===== src/rtl/conv2d_systolic_param.sv =====
// Parametrised 2-D valid convolution engine.
// PES MAC lanes share one broadcast filter tap per cycle.
module conv2d_systolic_param #(
    parameter int DW        = 8,
    parameter int IMG_N     = 4,
    parameter int K         = 3,
    parameter int PES       = 4,
    parameter int OUT_SHIFT = 0
) (
    input  logic                                       clk,
    input  logic                                       rst,
    input  logic                                       start,
    input  logic                                       sat_mode,
    input  logic [IMG_N*IMG_N*DW-1:0]                  img,
    input  logic [K*K*DW-1:0]                          flt,
    output logic                                       busy,
    output logic                                       done,
    output logic                                       out_valid,
    output logic [(IMG_N-K+1)*(IMG_N-K+1)*DW-1:0]      res
);

    localparam int O     = IMG_N - K + 1;
    localparam int NO    = O * O;
    localparam int KK    = K * K;
    localparam int ACC_W = 2 * DW + $clog2(KK);
    localparam int G     = (NO + PES - 1) / PES;
    localparam int TW    = (KK > 1) ? $clog2(KK) : 1;
    localparam int GW    = (G > 1) ? $clog2(G) : 1;
    localparam int IW    = $clog2(IMG_N * IMG_N * DW);
    localparam int FW    = (KK * DW > 1) ? $clog2(KK * DW) : 1;
    localparam int RW    = (NO > 1) ? $clog2(NO) : 1;

    typedef enum logic [1:0] {
        S_IDLE,
        S_MAC,
        S_WRITE,
        S_FIN
    } state_t;

    state_t                  state;
    logic [IMG_N*IMG_N*DW-1:0] img_q;
    logic [KK*DW-1:0]        flt_q;
    logic                    sat_q;
    logic [GW-1:0]           grp;
    logic [TW-1:0]           tap;
    logic [ACC_W-1:0]        acc [PES];
    logic [DW-1:0]           res_w [NO];

    logic [DW-1:0]           tap_v;
    logic [DW-1:0]           pix [PES];
    logic                    lane_on [PES];

    // Output index handled by lane l within group g.
    function automatic int lane_idx(input logic [GW-1:0] g, input int l);
        return int'(g) * PES + l;
    endfunction

    // Bit offset of the pixel under filter tap t for output index n.
    function automatic int pix_pos(input int n, input int t);
        return ((n / O + t / K) * IMG_N + n % O + t % K) * DW;
    endfunction

    // Scale the accumulator, then saturate or truncate to DW bits.
    function automatic logic [DW-1:0] shape(
        input logic [ACC_W-1:0] a,
        input logic             sat
    );
        logic [ACC_W-1:0] v;
        v = a >> OUT_SHIFT;
        if (sat && (v > ACC_W'({DW{1'b1}}))) begin
            return '1;
        end
        return v[DW-1:0];
    endfunction

    // Broadcast tap and per-lane pixel selection for the current cycle.
    always_comb begin
        tap_v = flt_q[FW'(int'(tap) * DW) +: DW];
        for (int l = 0; l < PES; l++) begin
            lane_on[l] = (lane_idx(grp, l) < NO);
            pix[l]     = '0;
            if (lane_on[l]) begin
                pix[l] = img_q[IW'(pix_pos(lane_idx(grp, l), int'(tap))) +: DW];
            end
        end
    end

    // Control FSM, operand capture, MAC lanes and result registers.
    always_ff @(posedge clk or negedge rst) begin
        if (!rst) begin
            state     <= S_IDLE;
            img_q     <= '0;
            flt_q     <= '0;
            sat_q     <= 1'b0;
            grp       <= '0;
            tap       <= '0;
            busy      <= 1'b0;
            done      <= 1'b0;
            out_valid <= 1'b0;
            for (int l = 0; l < PES; l++) begin
                acc[l] <= '0;
            end
            for (int n = 0; n < NO; n++) begin
                res_w[n] <= '0;
            end
        end else begin
            unique case (state)
                S_IDLE: begin
                    done <= 1'b0;
                    if (start) begin
                        img_q     <= img;
                        flt_q     <= flt;
                        sat_q     <= sat_mode;
                        grp       <= '0;
                        tap       <= '0;
                        out_valid <= 1'b0;
                        busy      <= 1'b1;
                        for (int l = 0; l < PES; l++) begin
                            acc[l] <= '0;
                        end
                        state <= S_MAC;
                    end
                end
                S_MAC: begin
                    for (int l = 0; l < PES; l++) begin
                        acc[l] <= acc[l] + ACC_W'(pix[l]) * ACC_W'(tap_v);
                    end
                    if (tap == TW'(KK - 1)) begin
                        state <= S_WRITE;
                    end else begin
                        tap <= tap + TW'(1);
                    end
                end
                S_WRITE: begin
                    for (int l = 0; l < PES; l++) begin
                        if (lane_on[l]) begin
                            res_w[RW'(lane_idx(grp, l))] <= shape(acc[l], sat_q);
                        end
                        acc[l] <= '0;
                    end
                    tap <= '0;
                    if (grp == GW'(G - 1)) begin
                        done      <= 1'b1;
                        out_valid <= 1'b1;
                        state     <= S_FIN;
                    end else begin
                        grp   <= grp + GW'(1);
                        state <= S_MAC;
                    end
                end
                S_FIN: begin
                    done  <= 1'b0;
                    busy  <= 1'b0;
                    state <= S_IDLE;
                end
                default: begin
                    state <= S_IDLE;
                end
            endcase
        end
    end

    // Flatten the result words onto the output bus.
    for (genvar n = 0; n < NO; n++) begin : g_res
        assign res[n*DW +: DW] = res_w[n];
    end

endmodule


===== config.mk =====
export PLATFORM = sky130hd
export DESIGN_NAME = conv2d_systolic_param
export DESIGN_NICKNAME = d
export VERILOG_FILES = /design/src/rtl/conv2d_systolic_param.sv
export SDC_FILE = /design/constraint.sdc
export NUM_CORES = 1
export LEC_CHECK = 0
export ABC_AREA = 1
export BUFFER_PORTS_ARGS = -buffer_cell sky130_fd_sc_hd__clkbuf_2
export CAP_MARGIN = 30
export CORE_UTILIZATION = 50
export CTS_CLUSTER_SIZE = 25
export DETAILED_ROUTE_END_ITERATION = 8
export GPL_TIMING_DRIVEN = 0
export PLACE_DENSITY = 0.83
export SLEW_MARGIN = 30
export SYNTH_ARGS = -nofsm -noshare
export SYNTH_HDL_FRONTEND = slang
export SYNTH_SLANG_ARGS = --single-unit

===== constraint.sdc =====
create_clock -name clk -period 10.7 [get_ports clk]
set_clock_uncertainty 0.15 [all_clocks]
set_input_delay 3.21 -clock clk [delete_from_list [all_inputs] [get_ports clk]]
set_output_delay 3.21 -clock clk [all_outputs]
set_load 0.1 [all_outputs]

Yosys cells after proc, flatten, opt, wreduce, memory -nomap -nowiden
Index checks and enable logic that the tools add are counted.
W data, S select, Z words.
{"block": "classes", "addsub": 23, "multipliers": 4, "div_mod_pow": 2, "n_lt_le_gt_ge": 14, "n_eq_ne": 8, "shift": 5, "muxes": 63, "bitwise": 6, "reduce_logical": 21}
{"cell": "$shiftx A128 B7 Y8", "n": 4}
{"cell": "$pmux W80 S3", "n": 1}
{"cell": "$mux W32", "n": 7}
{"cell": "$mux W8", "n": 21}
{"cell": "$bwmux W32", "n": 3}
{"cell": "$add A20 B16 Y20", "n": 4}
{"cell": "$gt A20 B8 Y1 const B", "n": 4}
{"cell": "$mux W80", "n": 1}
{"cell": "$shiftx A72 B7 Y8", "n": 1}
{"cell": "$mul A8 B8 Y16", "n": 4}
{"cell": "$demux W8 S2", "n": 3}
{"cell": "$div A5 B3 Y32 const B", "n": 1}
{"cell": "$mod A5 B3 Y32 const B", "n": 1}
{"cell": "$add A4 B4 Y4", "n": 4}
{"cell": "$mux W1", "n": 16}
{"cell": "$add A4 B2 Y4", "n": 3}
{"cell": "$lt A4 B3 Y1 const B", "n": 3}
{"cell": "$pmux W4 S3", "n": 1}
{"cell": "$reduce_and A2 Y1", "n": 6}
{"cell": "$ge A2 B3 Y1 const B", "n": 3}
{"cell": "$add A2 B2 Y2", "n": 4}
{"cell": "$add A3 B2 Y4 const B", "n": 2}
{"cell": "$mux W4", "n": 2}
{"cell": "$ne A2 B2 Y1 const B", "n": 4}
{"cell": "20 further kinds", "n": 43}
{"block": "totals", "reg_bits": 323, "input_bits": 204, "word_cells": 163}

Longest topological paths before layout
Gate-level depths: netlist (run 1).
{"block": "logic_depth", "word_depth": 16, "mapped_depth": 43, "mapped_depth_nobuf": 38}

Least setup slack after synthesis (run 1)
No wires, ideal clock.
{"block": "synth_timing", "path_kind": "flip-flop to flip-flop", "startpoint": "register tap[0]", "endpoint": "register acc[54] (netlist name)", "t_arrival_ns": 7.702, "required_time_ns": 10.432, "setup_slack_ns": 2.730, "stages_incl_launch_ff": 39, "path_buffers": 6, "synth_period_minus_slack_ns": 7.970, "path_cell_list": "dfrtp_1 > clkbuf_1 > clkinv_1 > clkbuf_1 > ha_1 > nand3_2 > nand3_2 > nand2_1 > nand2_1 > ha_1 > inv_1 > nand3_4 > nand2_4 > nand2_2 > buf_6 > buf_6 > ha_1 > clkbuf_1 > (+3 left out) > nand3_1 > nand4_1 > fa_1 > fa_1 > inv_1 > fa_1 > inv_1 > fa_1 > inv_1 > ha_1 > nand2_1 > o21ai_0 > inv_1 > o21ai_0 > a21oi_1 > or2_2 > nand3_1 > nand2_1"}
{"block": "synth_via", "elab_chain_cells": 9, "word_cells_on_any_way": 11}
{"element": "start: declaration", "line_no": "45", "text": "logic [TW-1:0] tap;"}
{"element": "start signal: assignment", "line_no": "131", "text": "tap <= tap + TW'(1);"}
{"element": "$div A5 B3 Y32", "line_no": "60", "text": "return ((n / O + t / K) * IMG_N + n % O + t % K) * DW;"}
{"element": "$add A2 B2 Y2", "line_no": "60"}
{"element": "$add A4 B2 Y4", "line_no": "60"}
{"element": "$add A4 B4 Y4", "line_no": "60"}
{"element": "$shiftx A128 B7 Y8", "line_no": "83", "text": "pix[l] = img_q[IW'(pix_pos(lane_idx(grp, l), int'(tap))) +: DW];"}
{"element": "$mux W8", "line_no": "82", "text": "if (lane_on[l]) begin"}
{"element": "$mul A8 B8 Y16 (*)", "line_no": "126", "text": "acc[l] <= acc[l] + ACC_W'(pix[l]) * ACC_W'(tap_v);"}
{"element": "$add A20 B16 Y20 (*)", "line_no": "126"}
{"element": "$pmux W80 S3 (*)", "line_no": "107", "text": "unique case (state)"}
{"element": "end signal: indexed assignment", "line_no": "126"}
{"element": "end: declaration", "line_no": "46", "text": "logic [ACC_W-1:0] acc [PES];"}
Mark *: on every way between the ends. The rest lies on a longest branch, timed or not.
A chain may end at the register's enable or synchronous reset.

Final worst setup path (run 1)
Ends and elaborated chain as after synthesis.

==> results.cfg, run 1 <==
[global_route]
grt_overflow = 0
grt_pass1_vias = 14379
grt_max_degree = 74
grt_pass1_wl_mm = 72.0
grt_use_total = 0.297
grt_antenna_before_repair = 0

[yosys]
synth_top_family_by_area = simple AND/OR/NAND/NOR gates
muxShareOfSynthArea = 0
synthSimpleGateAreaFrac = 0.266
ys_async_sr_fraction = 1.00
synth.avg_cell_area_um2 = 7.62
netlist_area_um2 = 15200
synthAdderAreaFrac = 0.209
synth-xor-area-share = 0.00567
synthesis.instances = 1999
ys.warnings.count = 0
synth_ff_type = dfrtp_1
ys_seq_elements = 194
synth-edff-count = 0
seq_area_frac_synth = 0.319
netlist-cell-type-count = 45
synth_compound_gate_area_share = 0.0871

[cells_and_area]
syn2layout_area_growth_pct = 12.9
num-fill-cells = 2724
fin_nets = 2583
insertedDiodeCount = 0
drive_gt1_frac = 0.117

[drt]
first_pass_iters = 6
post-route-drc-count = 0
route.detailed.wl_per_inst_um = 17.1
viasPerCell = 5.55
ant_nets = 0
finalWirelength_mm = 44.1
vias = 14373
drt-initial-drc-count = 1386

[clock_tree]
cts_buffer_depth = 2
cts.htree.levels = 4
clock-sinks = 194
cts_buffers = 17
cts_tree = built
ctsHoldBuffers = 0
clock_latency_ns = 0.46
cts_root_buffer = clkbuf_16
clk_pin_slew_ns = 0.09
cts-resized-gates = 0
post_cts_buffers = 0

[worst_setup_path]
worstSetupStartpointType = flip-flop
worst_path_most_repeated_cell = inv_1
slowest_stage = fa_1
cp_data_required_time_ns = 10.89
path_max_fanout = 11
cpPeakStageDelay_ns = 0.53
arrival_ns = 10.18
crit_type = flip-flop to flip-flop
worst_setup_path_end_kind = flip-flop
timing.rr.start = tap[0]$_DFFE_PN0P_
r2r_slack_ns = 0.70
r2r_cells = 40
rr_endpoint = acc[54]$_DFFE_PN0P_

[place]
routabilityCongestion = 0.994
hpwl_mm = 34.6
port_buffers = 150

[status]
status = finished, final reports clean

[sta]
fin_crit_sh = 0.934
slew_headroom = 0.446
slew_viol_final = 0
fin_setup_tns_ns = 0
timing.fmax_mhz = 100
finalHoldViolCount = 0
fin_crit_ns = 10.0
worstMarginPinSlew_ns = 0.828
setup_violations = 0
rsz0062_at_grt = no

[floorplan]
initial_core_util = 0.511
rows = 63
boundaryPins = 239
die_h_um = 177
dieWidth_um = 177
coreArea_um2 = 29800
die_area_um2 = 31200

[worst_hold_path]
hold_path_end = flt_q[17]$_DFFE_PN0P_
hold_class = flip-flop to flip-flop
hold_start = flt_q[17]$_DFFE_PN0P_
min_path_cells = 2

[job]
drv_cap = 0
[registers in the layout, indices dropped and copies added (netlist names)]
name / count
res: 16
out_valid: 1
flt_q: 64
tap: 4
busy: 1
sat_q: 1
done: 1
state: 2
img_q: 64
acc: 40
[how the worst max path moves through the flow]
| stage | startpoint | endpoint | slack [ns] | cells after the start |
|---|---|---|---|---|
| floorplan | tap[0]$_DFFE_PN0P_ | acc[54]$_DFFE_PN0P_ | 2.73 | 38 |
| global placement | tap[0]$_DFFE_PN0P_ | acc[54]$_DFFE_PN0P_ | 1.23 | 37 |
| detailed placement | tap[0]$_DFFE_PN0P_ | acc[54]$_DFFE_PN0P_ | 1.07 | 40 |
| CTS | tap[0]$_DFFE_PN0P_ | acc[54]$_DFFE_PN0P_ | 0.98 | 40 |
| global route | tap[0]$_DFFE_PN0P_ | acc[54]$_DFFE_PN0P_ | 0.21 | 39 |
| finish | tap[0]$_DFFE_PN0P_ | acc[54]$_DFFE_PN0P_ | 0.70 | 40 |
[cells by family (layout without fill, tap and decap cells)]
kind of cell	after synthesis	after routing
AO/OA/AOI/OAI	245	245
XOR/XNOR	6	6
adder cells (fa/ha/maj)	194	194
buffers and inverters	427	611
flip-flops	194	194
other	1	16
AND/OR/NAND/NOR	932	932
[layer usage]
layer | part of all wire | GRT usage | vias up
li1 | - | - | 6684
met1 | 0.41 | 0.387 | 6822
met2 | 0.47 | 0.491 | 728
met3 | 0.076 | 0.0420 | 139
met4 | 0.040 | 0.131 | 0
met5 | 0 | 0 | -
[worst max-delay path: cells and delay by family (launching register included)]
kind	cells	cell delay, ns
fa+ha+maj	8	3.19
buf+inv	14	3.05
simple gates	15	2.11
compound gates	3	0.95
flops	1	0.41
[layout make-up]
type / count / area (um^2) / area share
Timing Repair Buffer: 152 / 815 / 0.0473
Tap cell: 390 / 488 / 0.0284
Inverter: 326 / 1220 / 0.0711
Buffer: 101 / 507 / 0.0294
Sequential cell: 194 / 4850 / 0.282
Multi-Input combinational cell: 1393 / 8710 / 0.506
Clock buffer: 17 / 425 / 0.0247
Clock inverter: 15 / 188 / 0.0109
[synth_stat cells (2+ instances only)]
cell	instances	area, um^2
o22ai_1	23	144
buf_2	12	60.1
fa_1	100	2000
buf_1	3	11.3
o21bai_1	4	30.0
or2_2	2	12.5
nand3_1	148	741
dfrtp_1	194	4850
nor4_1	5	31.3
o21ai_2	2	17.5
a21oi_1	37	185
xor2_2	2	32.5
buf_6	6	67.6
nand2_2	5	31.3
o21ai_0	148	741
nor3_1	4	20.0
a211oi_1	4	30.0
ha_1	94	1180
clkbuf_1	62	233
nand2_1	518	1940
clkinv_1	3	11.3
buf_4	18	135
xor2_1	2	17.5
nand3_2	20	200
a31oi_1	20	125
inv_1	322	1210
nor2_1	159	597
a21o_1	2	15.0
nand4_1	64	400
[placed cells by master, fill, tap and decap left out, types with 64 or more instances in the layout]
cell type  netlist  final
nor2_1         159    159
o21ai_0        148    148
clkbuf_2         0    149
ha_1            94     94
nand4_1         64     64
nand3_1        148    148
dfrtp_1        194    194
inv_1          322    322
fa_1           100    100
nand2_1        518    518
[metrics by stage]
step            util  std cells  cell area [um^2]  hold WS [ns]  setup WS (ns)
2_1_floorplan      -       2014             15300         0.294           2.73
3_3_place_gp   0.555       2554             16500         0.309           1.23
3_5_place_dp   0.557       2556             16600         0.312           1.07
4_1_cts        0.578       2588             17200         0.334          0.975
5_1_grt        0.578       2588             17200         0.352          0.211
6_report       0.578       2588             17200         0.330          0.704
Power of run 1 is not shown: default switching activity piles up to over one toggle a cycle in this logic, so the estimate is an artifact.
==> inputs of run 2 (changes only) <==
PLACE_DENSITY = unset   (was 0.83)
PLACE_DENSITY_LB_ADDON = 0.12   (was unset)
==> results.cfg, run 2 (synthesis results as in run 1) <==
[global_route]
grt_max_degree = 74
grt_pass1_wl_mm = 71.3
grt_antenna_before_repair = 0
grt_pass1_vias = 13635
grt_use_total = 0.298
grt_overflow = 0

[worst_setup_path]
crit_type = flip-flop to flip-flop
cp_data_required_time_ns = 10.91
slowest_stage = fa_1
timing.rr.start = tap[0]$_DFFE_PN0P_
setup.worst_path.start = tap[0]$_DFFE_PN0P_
worstSetupStartpointType = flip-flop
cpPeakStageDelay_ns = 0.56
worst_path_most_repeated_cell = inv_1
arrival_ns = 10.26
r2r_cells = 37
r2r_slack_ns = 0.64
worst_setup_path_end_kind = flip-flop
rr_endpoint = acc[54]$_DFFE_PN0P_
path_max_fanout = 11

[cells_and_area]
layout_commonest_cell = nand2_1
syn2layout_area_growth_pct = 12.8
final_cell_mix = nand2_1, inv_1, dfrtp_1, nor2_1, clkbuf_2
drive_gt1_frac = 0.117
largest_registers = flt_q (64), img_q (64), acc (40)
insertedDiodeCount = 0
fin_nets = 2583

[drt]
viasPerCell = 5.35
first_pass_iters = 9
vias = 13854
post-route-drc-count = 0
finalWirelength_mm = 44.1
drt-initial-drc-count = 1220
route.detailed.wl_per_inst_um = 17.0
ant_nets = 0

[place]
port_buffers = 150
routabilityCongestion = 0.969
hpwl_mm = 35.1

[sta]
rsz0062_at_grt = no
slew_viol_final = 0
timing.fmax_mhz = 99.4
fin_crit_sh = 0.940
finalHoldViolCount = 0
setup_violations = 0
worstMarginPinSlew_ns = 0.730
fin_crit_ns = 10.06
fin_setup_tns_ns = 0
slew_headroom = 0.513

[floorplan]
rows = 63
die_h_um = 177
coreArea_um2 = 29800
boundaryPins = 239
die_area_um2 = 31200
initial_core_util = 0.511
dieWidth_um = 177

[clock_tree]
clk_pin_slew_ns = 0.08
ctsHoldBuffers = 0
post_cts_buffers = 0
cts.htree.levels = 4
clock_latency_ns = 0.48
cts-resized-gates = 0
clock-sinks = 194
cts_root_buffer = clkbuf_16
cts_buffers = 17
cts_tree = built
cts_buffer_depth = 2

[job]
drv_cap = 0

[worst_hold_path]
hold_start = flt_q[18]$_DFFE_PN0P_
hold_class = flip-flop to flip-flop
min_path_cells = 2
hold_path_end = flt_q[18]$_DFFE_PN0P_

[status]
status = finished, final reports clean
-- run 2: changes by cell type in the layout (fill, tap and decap cells not counted) --
cell	before	now
clkinv_4	1	2
clkinv_8	7	3
clkbuf_1	62	63
clkinvlp_4	3	0
nor2_1	159	158
nor2_2	0	1
inv_6	1	4
clkinv_2	0	1
clkbuf_8	1	2
-- run 2: worst max-delay path by stage --
stage / end / slack, ns
3_3_place_gp: acc[54]$_DFFE_PN0P_ / 0.98
6_report: acc[54]$_DFFE_PN0P_ / 0.64
5_1_grt: acc[54]$_DFFE_PN0P_ / 0.07
2_1_floorplan: acc[54]$_DFFE_PN0P_ / 2.73
4_1_cts: acc[54]$_DFFE_PN0P_ / 0.80
3_5_place_dp: acc[54]$_DFFE_PN0P_ / 0.86
-- run 2: area by class of cell --
cell class	instances	area (um^2)
fill	2849	12600
clock inverter	13	140
timing repair buffer	152	815
multi-input combinational	1393	8710
buffer	101	507
inverter	326	1220
clock buffer	19	443
sequential	194	4850
tap	390	488
-- run 2: stage by stage --
stage	std cells	util	setup WS, ns	instance area (um^2)	hold slack [ns]
2_1_floorplan	2014	-	2.73	15300	0.294
3_3_place_gp	2554	0.555	0.983	16500	0.311
3_5_place_dp	2556	0.557	0.859	16600	0.312
4_1_cts	2588	0.577	0.805	17200	0.332
5_1_grt	2588	0.577	0.0690	17200	0.345
6_report	2588	0.577	0.644	17200	0.326
-- run 2: worst max-delay path, delay by kind of cell (launching register included) --
family	cells	cell delay [ns]
and+or+nand+nor	13	2.07
adders and majority gates	8	3.20
buffers and inverters	13	3.18
DFF	1	0.39
AOI/OAI and AO/OA	3	0.93
-- run 2: routing by layer --
layer | part of all wire | up-vias | GRT usage | wire length, um
met4 | 0.029 | 0 | 0.105 | 1280
li1 | - | 6679 | - | -
met1 | 0.45 | 6578 | 0.410 | 19900
met2 | 0.46 | 516 | 0.481 | 20300
met3 | 0.058 | 81 | 0.0431 | 2560
met5 | 0 | - | 0 | 0
Power of run 2 is left out for the same reason.
